**src/rtl/seven_seg_pkg.sv**
```systemverilog
// Shared 7-segment definitions: segment indices, active-high glyph patterns,
// the invalid-digit code and the capture FSM states. Also used by the display driver.
package seven_seg_pkg;

    localparam int SEG_A = 0;
    localparam int SEG_B = 1;
    localparam int SEG_C = 2;
    localparam int SEG_D = 3;
    localparam int SEG_E = 4;
    localparam int SEG_F = 5;
    localparam int SEG_G = 6;

    localparam logic [6:0] PAT_0 = 7'h3F;
    localparam logic [6:0] PAT_1 = 7'h06;
    localparam logic [6:0] PAT_2 = 7'h5B;
    localparam logic [6:0] PAT_3 = 7'h4F;
    localparam logic [6:0] PAT_4 = 7'h66;
    localparam logic [6:0] PAT_5 = 7'h6D;
    localparam logic [6:0] PAT_6 = 7'h7D;
    localparam logic [6:0] PAT_7 = 7'h07;
    localparam logic [6:0] PAT_8 = 7'h7F;
    localparam logic [6:0] PAT_9 = 7'h6F;
    localparam logic [6:0] PAT_A = 7'h77;
    localparam logic [6:0] PAT_B = 7'h7C;
    localparam logic [6:0] PAT_C = 7'h39;
    localparam logic [6:0] PAT_D = 7'h5E;
    localparam logic [6:0] PAT_E = 7'h79;
    localparam logic [6:0] PAT_F = 7'h71;

    localparam logic [3:0] DIGIT_INVALID = 4'hF;

    typedef enum logic [1:0] {
        ST_WAIT,
        ST_CAPTURE,
        ST_HOLD
    } capture_state_t;

endpackage

```
**src/rtl/seven_seg_capture_if.sv**
```systemverilog
// Multiplexed 7-segment display bus: the driver is the master, monitors are slaves.
interface seven_seg_capture_if;

    logic [6:0] seg;
    logic       dp;
    logic [3:0] an;

    modport master (output seg, dp, an);
    modport slave  (input  seg, dp, an);

endinterface

```
**src/rtl/seven_seg_decode.sv**
```systemverilog
// Combinational active-high segment pattern to digit code decoder.
// Define SEVEN_SEG_CAPTURE_HEX_EN to accept the hex glyphs A-F as valid digits.
module seven_seg_decode
    import seven_seg_pkg::*;
(
    input  logic [6:0] pattern,
    output logic [3:0] code,
    output logic       valid
);

    always_comb begin
        // NOTE: defaults first so every path assigns both outputs and no latch is inferred.
        code  = DIGIT_INVALID;
        valid = 1'b0;
        case (pattern)
            PAT_0: {code, valid} = {4'h0, 1'b1};
            PAT_1: {code, valid} = {4'h1, 1'b1};
            PAT_2: {code, valid} = {4'h2, 1'b1};
            PAT_3: {code, valid} = {4'h3, 1'b1};
            PAT_4: {code, valid} = {4'h4, 1'b1};
            PAT_5: {code, valid} = {4'h5, 1'b1};
            PAT_6: {code, valid} = {4'h6, 1'b1};
            PAT_7: {code, valid} = {4'h7, 1'b1};
            PAT_8: {code, valid} = {4'h8, 1'b1};
            PAT_9: {code, valid} = {4'h9, 1'b1};
`ifdef SEVEN_SEG_CAPTURE_HEX_EN
            PAT_A: {code, valid} = {4'hA, 1'b1};
            PAT_B: {code, valid} = {4'hB, 1'b1};
            PAT_C: {code, valid} = {4'hC, 1'b1};
            PAT_D: {code, valid} = {4'hD, 1'b1};
            PAT_E: {code, valid} = {4'hE, 1'b1};
            PAT_F: {code, valid} = {4'hF, 1'b1};
`else
`endif
            default: ;
        endcase
    end

endmodule

```
**src/rtl/seven_seg_capture.sv**
```systemverilog
// Receive-side monitor for the multiplexed 7-segment bus: settles, decodes and
// assembles four-digit frames. Hex glyph decoding is enabled by SEVEN_SEG_CAPTURE_HEX_EN.
module seven_seg_capture #(
    parameter int SETTLE_CYCLES  = 4,
    parameter int STALE_CYCLES   = 65536,
    parameter bit SEG_ACTIVE_LOW = 1'b0,
    parameter bit AN_ACTIVE_LOW  = 1'b1
) (
    input  logic                clk,
    input  logic                rst_n,
    seven_seg_capture_if.slave  bus,
    output logic [15:0]         bcd,
    output logic [3:0]          dp_out,
    output logic                frame_valid,
    output logic                frame_err,
    output logic                stale
);
    import seven_seg_pkg::*;

    localparam int SETTLE_W = $clog2(SETTLE_CYCLES + 1);
    localparam int STALE_W  = (STALE_CYCLES > 2) ? $clog2(STALE_CYCLES) : 1;
    localparam logic [SETTLE_W-1:0] SETTLE_MAX = SETTLE_W'(SETTLE_CYCLES);
    localparam logic [STALE_W-1:0]  STALE_MAX  = STALE_W'(STALE_CYCLES - 1);

    logic [11:0]         sync1, sync2;
    logic [3:0]          cur_an;
    logic                cur_dp;
    logic [6:0]          cur_seg;
    logic [11:0]         cur, prev;
    logic                an_onehot;
    logic                changed;
    logic [SETTLE_W-1:0] settle_cnt, settle_nxt;
    capture_state_t      state;
    logic                capture_now;
    logic [3:0]          dec_code;
    logic                dec_valid;
    logic [15:0]         shadow_bcd;
    logic [3:0]          shadow_dp, shadow_err;
    logic [3:0]          mask;
    logic [STALE_W-1:0]  stale_cnt;

    always_ff @(posedge clk) begin
        // NOTE: non-blocking so sync2 takes sync1's old value and the two flops stay distinct.
        if (!rst_n) begin
            sync1 <= '0;
            sync2 <= '0;
        end else begin
            sync1 <= {bus.an, bus.dp, bus.seg};
            sync2 <= sync1;
        end
    end

    assign cur_an    = AN_ACTIVE_LOW  ? ~sync2[11:8] : sync2[11:8];
    assign cur_dp    = SEG_ACTIVE_LOW ? ~sync2[7]    : sync2[7];
    assign cur_seg   = SEG_ACTIVE_LOW ? ~sync2[6:0]  : sync2[6:0];
    assign cur       = {cur_an, cur_dp, cur_seg};
    assign an_onehot = $onehot(cur_an);
    assign changed   = (cur != prev);

    always_comb begin
        settle_nxt = settle_cnt;
        if (!an_onehot || changed) begin
            settle_nxt = '0;
        end else if (settle_cnt != SETTLE_MAX) begin
            settle_nxt = settle_cnt + SETTLE_W'(1);
        end
    end

    // The count only reaches SETTLE_MAX with a one-hot selection, and WAIT is only
    // re-entered after it drops, so each stable interval yields one capture.
    assign capture_now = (state == ST_WAIT) && (settle_nxt == SETTLE_MAX);

    always_ff @(posedge clk) begin
        if (!rst_n) begin
            prev       <= '0;
            settle_cnt <= '0;
        end else begin
            prev       <= cur;
            settle_cnt <= settle_nxt;
        end
    end

    always_ff @(posedge clk) begin
        if (!rst_n) begin
            state <= ST_WAIT;
        end else begin
            case (state)
                ST_WAIT:    if (capture_now) state <= ST_CAPTURE;
                ST_CAPTURE: state <= ST_HOLD;
                ST_HOLD:    if (settle_nxt != SETTLE_MAX) state <= ST_WAIT;
                default:    state <= ST_WAIT;
            endcase
        end
    end

    seven_seg_decode u_decode (
        .pattern (cur_seg),
        .code    (dec_code),
        .valid   (dec_valid)
    );

    // NOTE: shadow storage has no reset; the mask alone says which entries are live.
    always_ff @(posedge clk) begin
        if (capture_now) begin
            for (int k = 0; k < 4; k++) begin
                if (cur_an[k]) begin
                    shadow_bcd[4*k +: 4] <= dec_code;
                    shadow_dp[k]         <= cur_dp;
                    shadow_err[k]        <= !dec_valid;
                end
            end
        end
    end

    // A capture landing on the commit edge seeds the next frame's mask.
    always_ff @(posedge clk) begin
        if (!rst_n) begin
            mask        <= '0;
            bcd         <= '0;
            dp_out      <= '0;
            frame_err   <= 1'b0;
            frame_valid <= 1'b0;
        end else begin
            frame_valid <= 1'b0;
            if (&mask) begin
                bcd         <= shadow_bcd;
                dp_out      <= shadow_dp;
                frame_err   <= |shadow_err;
                frame_valid <= 1'b1;
                mask        <= capture_now ? cur_an : 4'b0000;
            end else if (capture_now) begin
                mask <= mask | cur_an;
            end
        end
    end

    always_ff @(posedge clk) begin
        if (!rst_n) begin
            stale_cnt <= STALE_MAX;
            stale     <= 1'b1;
        end else begin
            stale <= (stale_cnt == STALE_MAX);
            if ((&mask) || frame_valid) begin
                stale_cnt <= '0;
            end else if (stale_cnt != STALE_MAX) begin
                stale_cnt <= stale_cnt + STALE_W'(1);
            end
        end
    end

endmodule

```
**src/flat_wrapper.sv**
```systemverilog
// flat-port wrapper written by rule: the top's interface ports become plain ports
module seven_seg_capture_flat import seven_seg_pkg::*;
#(
    parameter int SETTLE_CYCLES  = 4,
    parameter int STALE_CYCLES   = 65536,
    parameter bit SEG_ACTIVE_LOW = 1'b0,
    parameter bit AN_ACTIVE_LOW  = 1'b1
)
  (clk, rst_n, bcd, dp_out, frame_valid, frame_err, stale, bus_seg, bus_dp, bus_an);
  seven_seg_capture_if bus_i ();
  input  logic clk;
  input  logic rst_n;
  output logic [15:0] bcd;
  output logic [3:0] dp_out;
  output logic frame_valid;
  output logic frame_err;
  output logic stale;
  input wire logic [$bits(bus_i.seg)-1:0] bus_seg;
  input wire logic [$bits(bus_i.dp)-1:0] bus_dp;
  input wire logic [$bits(bus_i.an)-1:0] bus_an;
  assign bus_i.seg = bus_seg;
  assign bus_i.dp = bus_dp;
  assign bus_i.an = bus_an;
  seven_seg_capture #(.SETTLE_CYCLES(SETTLE_CYCLES), .STALE_CYCLES(STALE_CYCLES), .SEG_ACTIVE_LOW(SEG_ACTIVE_LOW), .AN_ACTIVE_LOW(AN_ACTIVE_LOW)) u_core (.clk(clk), .rst_n(rst_n), .bus(bus_i), .bcd(bcd), .dp_out(dp_out), .frame_valid(frame_valid), .frame_err(frame_err), .stale(stale));
endmodule
```
**config.mk**
```make
export PLATFORM = sky130hd
export DESIGN_NAME = seven_seg_capture_flat
export DESIGN_NICKNAME = d
export VERILOG_FILES = /design/src/rtl/seven_seg_pkg.sv /design/src/rtl/seven_seg_capture_if.sv /design/src/rtl/seven_seg_decode.sv /design/src/rtl/seven_seg_capture.sv /design/src/flat_wrapper.sv
export SDC_FILE = /design/constraint.sdc
export NUM_CORES = 1
export LEC_CHECK = 0
export ABC_AREA = 1
export CELL_PAD_IN_SITES_DETAIL_PLACEMENT = 1
export CELL_PAD_IN_SITES_GLOBAL_PLACEMENT = 1
export CORE_MARGIN = 2
export CORE_UTILIZATION = 46
export CTS_CLUSTER_SIZE = 14
export DETAILED_ROUTE_END_ITERATION = 10
export PLACE_DENSITY_LB_ADDON = 0.2
export SKIP_LAST_GASP = 1
export SLEW_MARGIN = 20
export SYNTH_ARGS = -nofsm -noshare
export SYNTH_HDL_FRONTEND = slang
export SYNTH_HIERARCHICAL = 1
export SYNTH_SLANG_ARGS = --single-unit
```
**constraint.sdc**
```tcl
create_clock -name clk -period 6.39 [get_ports clk]
set_clock_uncertainty 0.05 [all_clocks]
set_input_delay 0.9585 -clock clk [delete_from_list [all_inputs] [get_ports clk]]
set_output_delay 0.9585 -clock clk [all_outputs]
set_load 0.02 [all_outputs]
```
==> results_dict.tcl <==
set metrics [dict create \
    synth_warnings 6 \
    fmax_ghz 0.362 \
    worst_pin_slew_ns 0.676 \
    synth_area_leader_cell "dfxtp_1" \
    synth_edf_count 24 \
    postSynthAreaPerCell_um2 8.39 \
    drv_cap 0 \
    dp_worst_setup_slack_ns 3.68 \
    track_usage_pct 19.4 \
    criticalPathCategory "reg2reg" \
    layout-drive-gt1-share_pct 10.3 \
    cts_buffers 9 \
    hpwl_mm 6.58 \
    overflow 0 \
    fin_crit_ns 2.76 \
    startpoint "u_core/sync2[8]" \
    place_inst 646 \
    drcViolationCount 0 \
    first_global_vias 3470 \
    synth_cells 512 \
    port_buffers 36 \
    crit_path_start_kind "flop" \
    leakagePower_nw 2.30 \
    cts_resized 0 \
    ir_worst_vdd_mv 0.145 \
    finish.instance_area_um2 4940 \
    hold_path.class "reg2reg" \
    drt_iter0_drc 128 \
    holdWs_ns 0.372 \
    clock_sinks 108 \
    clk_pin_slew_worst_paths_ns 0.10 \
    maxSlewViolCount 0 \
    vias 3274 \
    area_growth_pct 14.9 \
    setup_viol_count_final 0 \
    critPathArrivalTime_ns 2.76 \
    yosysMostFrequentCell "nand2_1" \
    vias_per_cell 4.95 \
    die_w_um 101 \
    clock_path_buffers 2 \
    fillers 1090 \
    crit_cells 10 \
    r2r_setup_slack_ns 3.63 \
    cts_root_buf "clkbuf_8" \
    rows 35 \
    cts_tree "built" \
    setup_ws_ns 3.63 \
    start_util_pct 47.0 \
    io_pins 37 \
    antenna_found_initial 0 \
    die_area_um2 10100 \
    p_total_mw 1.49 \
    critPathMaxFanout 6 \
    ys_seq_elements 108 \
    die_y_um 101 \
    post-route-util_pct 54.0 \
    gp_congestion 0.813 \
    finalHoldViolCount 0 \
    hold_start "u_core/sync1[3]" \
    wire_per_inst_um 13.4 \
    endpoint "u_core/shadow_bcd[0]" \
    yosys.area.top_type_share_pct 39.1 \
    drtAntennaViolNets 0 \
    cp_data_required_time_ns 6.39 \
    slew_headroom_pct 54.9 \
    synthFlopType "dfxtp_1" \
    fin_setup_tns_ns 0 \
    wl_mm 8.89 \
    synth-seq-area-share_pct 55.9 \
    r2r-start "u_core/sync2[8]" \
    cp_top_family "adder cells" \
    syn_nets 532 \
    synth_area_leaders "dfxtp_1 39%, edfxtp_1 17%, nand2_1 8.6%" \
    grt_start_max_net_pins 73 \
    h-tree-depth 3 \
    reg2reg_to "u_core/shadow_bcd[0]" \
    status "finished, final reports clean" \
    firstDrtPassIters 4 \
    syn-cell-area_um2 4300 \
    p_per_area_nw_per_um2 302 \
    critPathSlowestCell "fa_1" \
    multiInputGateArea_um2 1540 \
    min_period_over_period_pct 43.2 \
    grt_pass1_wl_mm 15.5 \
    yosys-top-cells-count "99 x nand2_1, 84 x dfxtp_1, 77 x nor2_1" \
    slowest_delay_ns 0.54 \
    endpoint_kind "flop" \
    clock_latency_ns 0.36 \
    async_flop_share_pct 0 \
    synth_cell_types 35 \
    worst-path-buf-inv 2 \
    rsz0062_at_grt "false" \
    instances_no_fill 662 \
    r2r_cells 10 \
    placed_area_um2 4750 \
    path_cells "fa_1, inv_1, ha_1, ha_1, nand3b_1, nor2_1, nand3_1, nor2_2, nand4_1, inv_1" \
    ctsHoldBuffers 0 \
    coreArea_um2 9150 \
    postCtsSetupRepairBufs 0 \
    diodes 0 \
    nets 566 \
    final-seq-area_um2 2400 \
]
==> cell usage in the layout (no fill, tap or decap), drive strengths merged <==
cell and instances:
ha 5, inv 84, a21oi 9, a31o 1, o21a 1, o211ai 4
o311ai 2, or2 3, nor3 6, nand4 10, o22ai 1, nand3b 1
dfxtp 84, nor2 88, nor4 2, clkdlybuf4s50 35, buf 3, nand3 29
o21ai 27, clkbuf 9, xor2 6, fa 1, edfxtp 24, xnor2 1
nand2 113, clkinv 2
==> tightest hold or removal path, stage by stage (launching register included) <==
cell and delay, ns:
dfxtp_1 0.32, nand2_1 0.04, inv_1 0.04
==> how the worst min path moves through the flow <==
stage | endpoint | slack (ns) | cells after the start
2_1_floorplan | u_core/sync2[0] | 0.34 | 2
3_3_place_gp | u_core/sync2[1] | 0.34 | 2
3_5_place_dp | u_core/sync2[5] | 0.35 | 2
4_1_cts | u_core/sync2[5] | 0.38 | 2
5_1_grt | u_core/sync2[10] | 0.39 | 2
6_report | u_core/sync2[3] | 0.37 | 2
==> flip-flops by register name, summed over array words and instances (netlist names) <==
signal	flops
u_core/bcd	16
u_core/shadow_bcd	16
u_core/stale_cnt	16
u_core/prev	12
u_core/sync1	12
u_core/sync2	12
u_core/dp_out	4
u_core/mask	4
u_core/shadow_dp	4
u_core/shadow_err	4
u_core/settle_cnt	3
u_core/state	2
u_core/frame_err	1
u_core/frame_valid	1
u_core/stale	1
==> report_power, final <==
| group | internal [mW] | switching [mW] |
|---|---|---|
| logic | 0.118 | 0.197 |
| clock network | 0.154 | 0.248 |
| registers | 0.735 | 0.0374 |
==> metal layers <==
layer / wire, um / track usage [%] / vias up / share of wire (%)
li1: - / - / 1663 / -
met1: 3870 / 22.2 / 1541 / 43
met2: 4620 / 36.0 / 58 / 52
met3: 279 / 3.95 / 12 / 3.1
met4: 125 / 5.80 / 0 / 1.4
met5: 0 / 0 / - / 0
==> cell families after synthesis <==
logic type,Yosys count,share of synthesized area [%]
fa+ha+maj,6,1.92
flops,108,55.9
buf+inv,94,8.27
simple gates,252,26.7
xor+xnor,7,1.43
compound gates,45,5.82
==> final cells by class <==
class | count | area share, %
Clock buffer | 9 | 2.51
Clock inverter | 7 | 1.34
Inverter | 79 | 6.00
Multi-Input combinational cell | 310 | 31.2
Sequential cell | 108 | 48.6
Tap cell | 111 | 2.81
Timing Repair Buffer | 38 | 7.50
No activity file was read; power rests on OpenSTA's default activity.
==> RTL edit, RTL diff (same settings) <==
Make the reset (`rst_n`) asynchronous in 5 clocked blocks.
--- a/src/rtl/seven_seg_capture.sv
+++ b/src/rtl/seven_seg_capture.sv
@@ -39,7 +39,7 @@
     logic [3:0]          mask;
     logic [STALE_W-1:0]  stale_cnt;
 
-    always_ff @(posedge clk) begin
+    always_ff @(posedge clk or negedge rst_n) begin
         // NOTE: non-blocking so sync2 takes sync1's old value and the two flops stay distinct.
         if (!rst_n) begin
             sync1 <= '0;
@@ -70,7 +70,7 @@
     // re-entered after it drops, so each stable interval yields one capture.
     assign capture_now = (state == ST_WAIT) && (settle_nxt == SETTLE_MAX);
 
-    always_ff @(posedge clk) begin
+    always_ff @(posedge clk or negedge rst_n) begin
         if (!rst_n) begin
             prev       <= '0;
             settle_cnt <= '0;
@@ -80,7 +80,7 @@
         end
     end
 
-    always_ff @(posedge clk) begin
+    always_ff @(posedge clk or negedge rst_n) begin
         if (!rst_n) begin
             state <= ST_WAIT;
         end else begin
@@ -113,7 +113,7 @@
     end
 
     // A capture landing on the commit edge seeds the next frame's mask.
-    always_ff @(posedge clk) begin
+    always_ff @(posedge clk or negedge rst_n) begin
         if (!rst_n) begin
             mask        <= '0;
             bcd         <= '0;
@@ -134,7 +134,7 @@
         end
     end
 
-    always_ff @(posedge clk) begin
+    always_ff @(posedge clk or negedge rst_n) begin
         if (!rst_n) begin
             stale_cnt <= STALE_MAX;
             stale     <= 1'b1;
Behaviour: same outputs for any inputs over 10 cycles, from zero or initial values and one cycle with rst_n low; that may be too few to reach the edited logic, so the function may still have changed.
==> RTL edit against the original RTL <==
  * Critical path depth rose by 3
  * Hold slack got worse by 69 ps
  * Area after synthesis rose by 6.4%
  * Sequential cell count did not move
  * Sequential share of layout area rose by 5.5 points
  * Setup slack got worse by 610 ps
  * Wire length rose by 11%
  * Cell area rose by 6.4%
Power is not compared: it rests on default switching activity, and its combinational part moved more than twofold at a synthesized area within 25%.
==> RTL edit: results (changes against the original RTL) <==
metric	value	unit	change
n_diodes	0		unchanged
layout cell share with drive strength beyond 1	12.7	%	+2.3 points
Initial DRT Pass Iterations	4		unchanged
Placed Area	5080	um^2	+7.0%
final hold vios	0		unchanged
Skew-Pair Late Insertion Delay	370	ps	
wire length per cell	15.1	um	+13%
initial DRC count	56		-56%
Clock Tree Root	clkbuf_8		
Filler cells	1145		+5.0%
Netlist cell types	36		+2.9%
dpl cells	637		-1.4%
register area	2840	um^2	+18%
port buffer count	36		unchanged
Largest regs	u_core/bcd x16, u_core/shadow_bcd x16, u_core/stale_cnt x16		
status	finished, final reports clean		
multiplexer area fraction after synthesis	0	%	unchanged
number of global-route vias before repair	3492		+0.63%
placer congestion estimate	0.846		+4.0%
Synth Warn #	6		unchanged
first-pass GRT wire length	16800	um	+8.5%
worst-case clock buffer depth	2		unchanged
nets@finish	535		-5.5%
most frequent cells after synthesis	154 x nand2_1, 67 x dfrtp_1, 56 x inv_1, 50 x nor2_1, 24 x edfxtp_1		
Syn Nets	492		-7.5%
post-CTS sizing	0		unchanged
Post-synth EDFFs	24		unchanged
register area share after synthesis	62.2	%	+6.3 points
clk slew on worst S/H paths	100	ps	about the same
Leak	2.52	nW	
Peak VDD IR	0.106	mV	
compound-gate portion of the synthesized area	2.74	%	-3.1 points
dominant cells by area after synthesis	dfrtp_1 37%, edfxtp_1 16%, nand2_1 13%, dfstp_2 9.8%, inv_1 4.6%		
largest net degree at the start of global routing	85		+16%
Post-CTS Setup Bufs	0		unchanged
Vias	3216		-1.8%
Adder-Cell Fraction of Synth Area	1.81	%	-0.12 points
crit path DAT	3330	ps	+570 ps
Syn Inst Count	472		-7.8%
Hold Crit Class	reg -> reg		
DR vias/cell	4.92		-0.42%
ys async rst share	77.8	%	+78 points
All-Layer GR Usage	19.9	%	+0.49 points
Post-DP HPWL	7250	um	+10%
Slew headroom	50.6	%	-4.3 points
worst-path fanout max	6		unchanged
ys flop type	dfrtp_1		
Post-Synth XOR/XNOR Area	1.53	%	+0.11 points
CTS buffer count	9		unchanged
==> RTL edit: through the flow <==
stage	total power, mW	setup WS, ps	hold slack [ps]
2_1_floorplan	0.766	3500	281
3_3_place_gp	0.794	3240	281
3_5_place_dp	0.798	3060	286
4_1_cts	1.17	3010	308
5_1_grt	1.20	2780	310
6_report	1.15	3020	304
==> RTL edit: per-layer routing <==
layer  track usage [%]  vias up  part of all wire (%)
li1                  -     1566                     -
met1              24.5     1574                    44
met2              33.7       58                    51
met3              4.28       18                   3.1
met4              8.88        0                   2.3
met5                 0        -                     0
==> RTL edit: final cells by class <==
cell class | count | area share [%]
timing repair buffer | 36 | 6.88
clock inverter | 6 | 0.786
tap | 133 | 3.17
clock buffer | 10 | 2.43
multi-input combinational | 300 | 28.3
inverter | 60 | 4.29
sequential | 108 | 54.1
==> RTL edit: cell families after synthesis <==
logic type                 count (synthesis)
xor gates and xnor gates                   8
buffers and inverters                     64
DFF                                      108
AOI/OAI and AO/OA                         19
and+or+nand+nor                          267
adders and majority gates                  6
==> RTL edit: worst paths after layout <==
path	startpoint	to	slack, ps	depth (start not counted)
setup reg to reg	u_core/sync2[8]	u_core/shadow_dp[2]	3020	13
min in group asynchronous	rst_n	u_core/mask[1]	580	1
max in group asynchronous	rst_n	u_core/bcd[9]	5210	1
hold / removal	u_core/sync1[1]	u_core/sync2[1]	300	0
hold reg to reg	u_core/sync1[1]	u_core/sync2[1]	300	0
setup / recovery	u_core/sync2[8]	u_core/shadow_dp[2]	3020	13
==> RTL edit: power by group <==
group          leakage, nW  switching (mW)  internal, mW  total [mW]
registers             1.29          0.0113         0.716       0.727
logic                 1.15          0.0368        0.0198      0.0566
clock network       0.0815           0.228         0.141       0.370
total                 2.52           0.276         0.877        1.15
==> RTL edit: critical path: stages (launching register included) <==
cell and delay, ps:
dfrtp_1 470, fa_1 550, inv_1 50, ha_1 180, ha_1 280, nor2_1 120, nand2_1 80, nor2_1 140
nand2_1 70, nor2_1 130, nand2_1 120, nor2_4 110, nand4_2 160, nor2_1 500
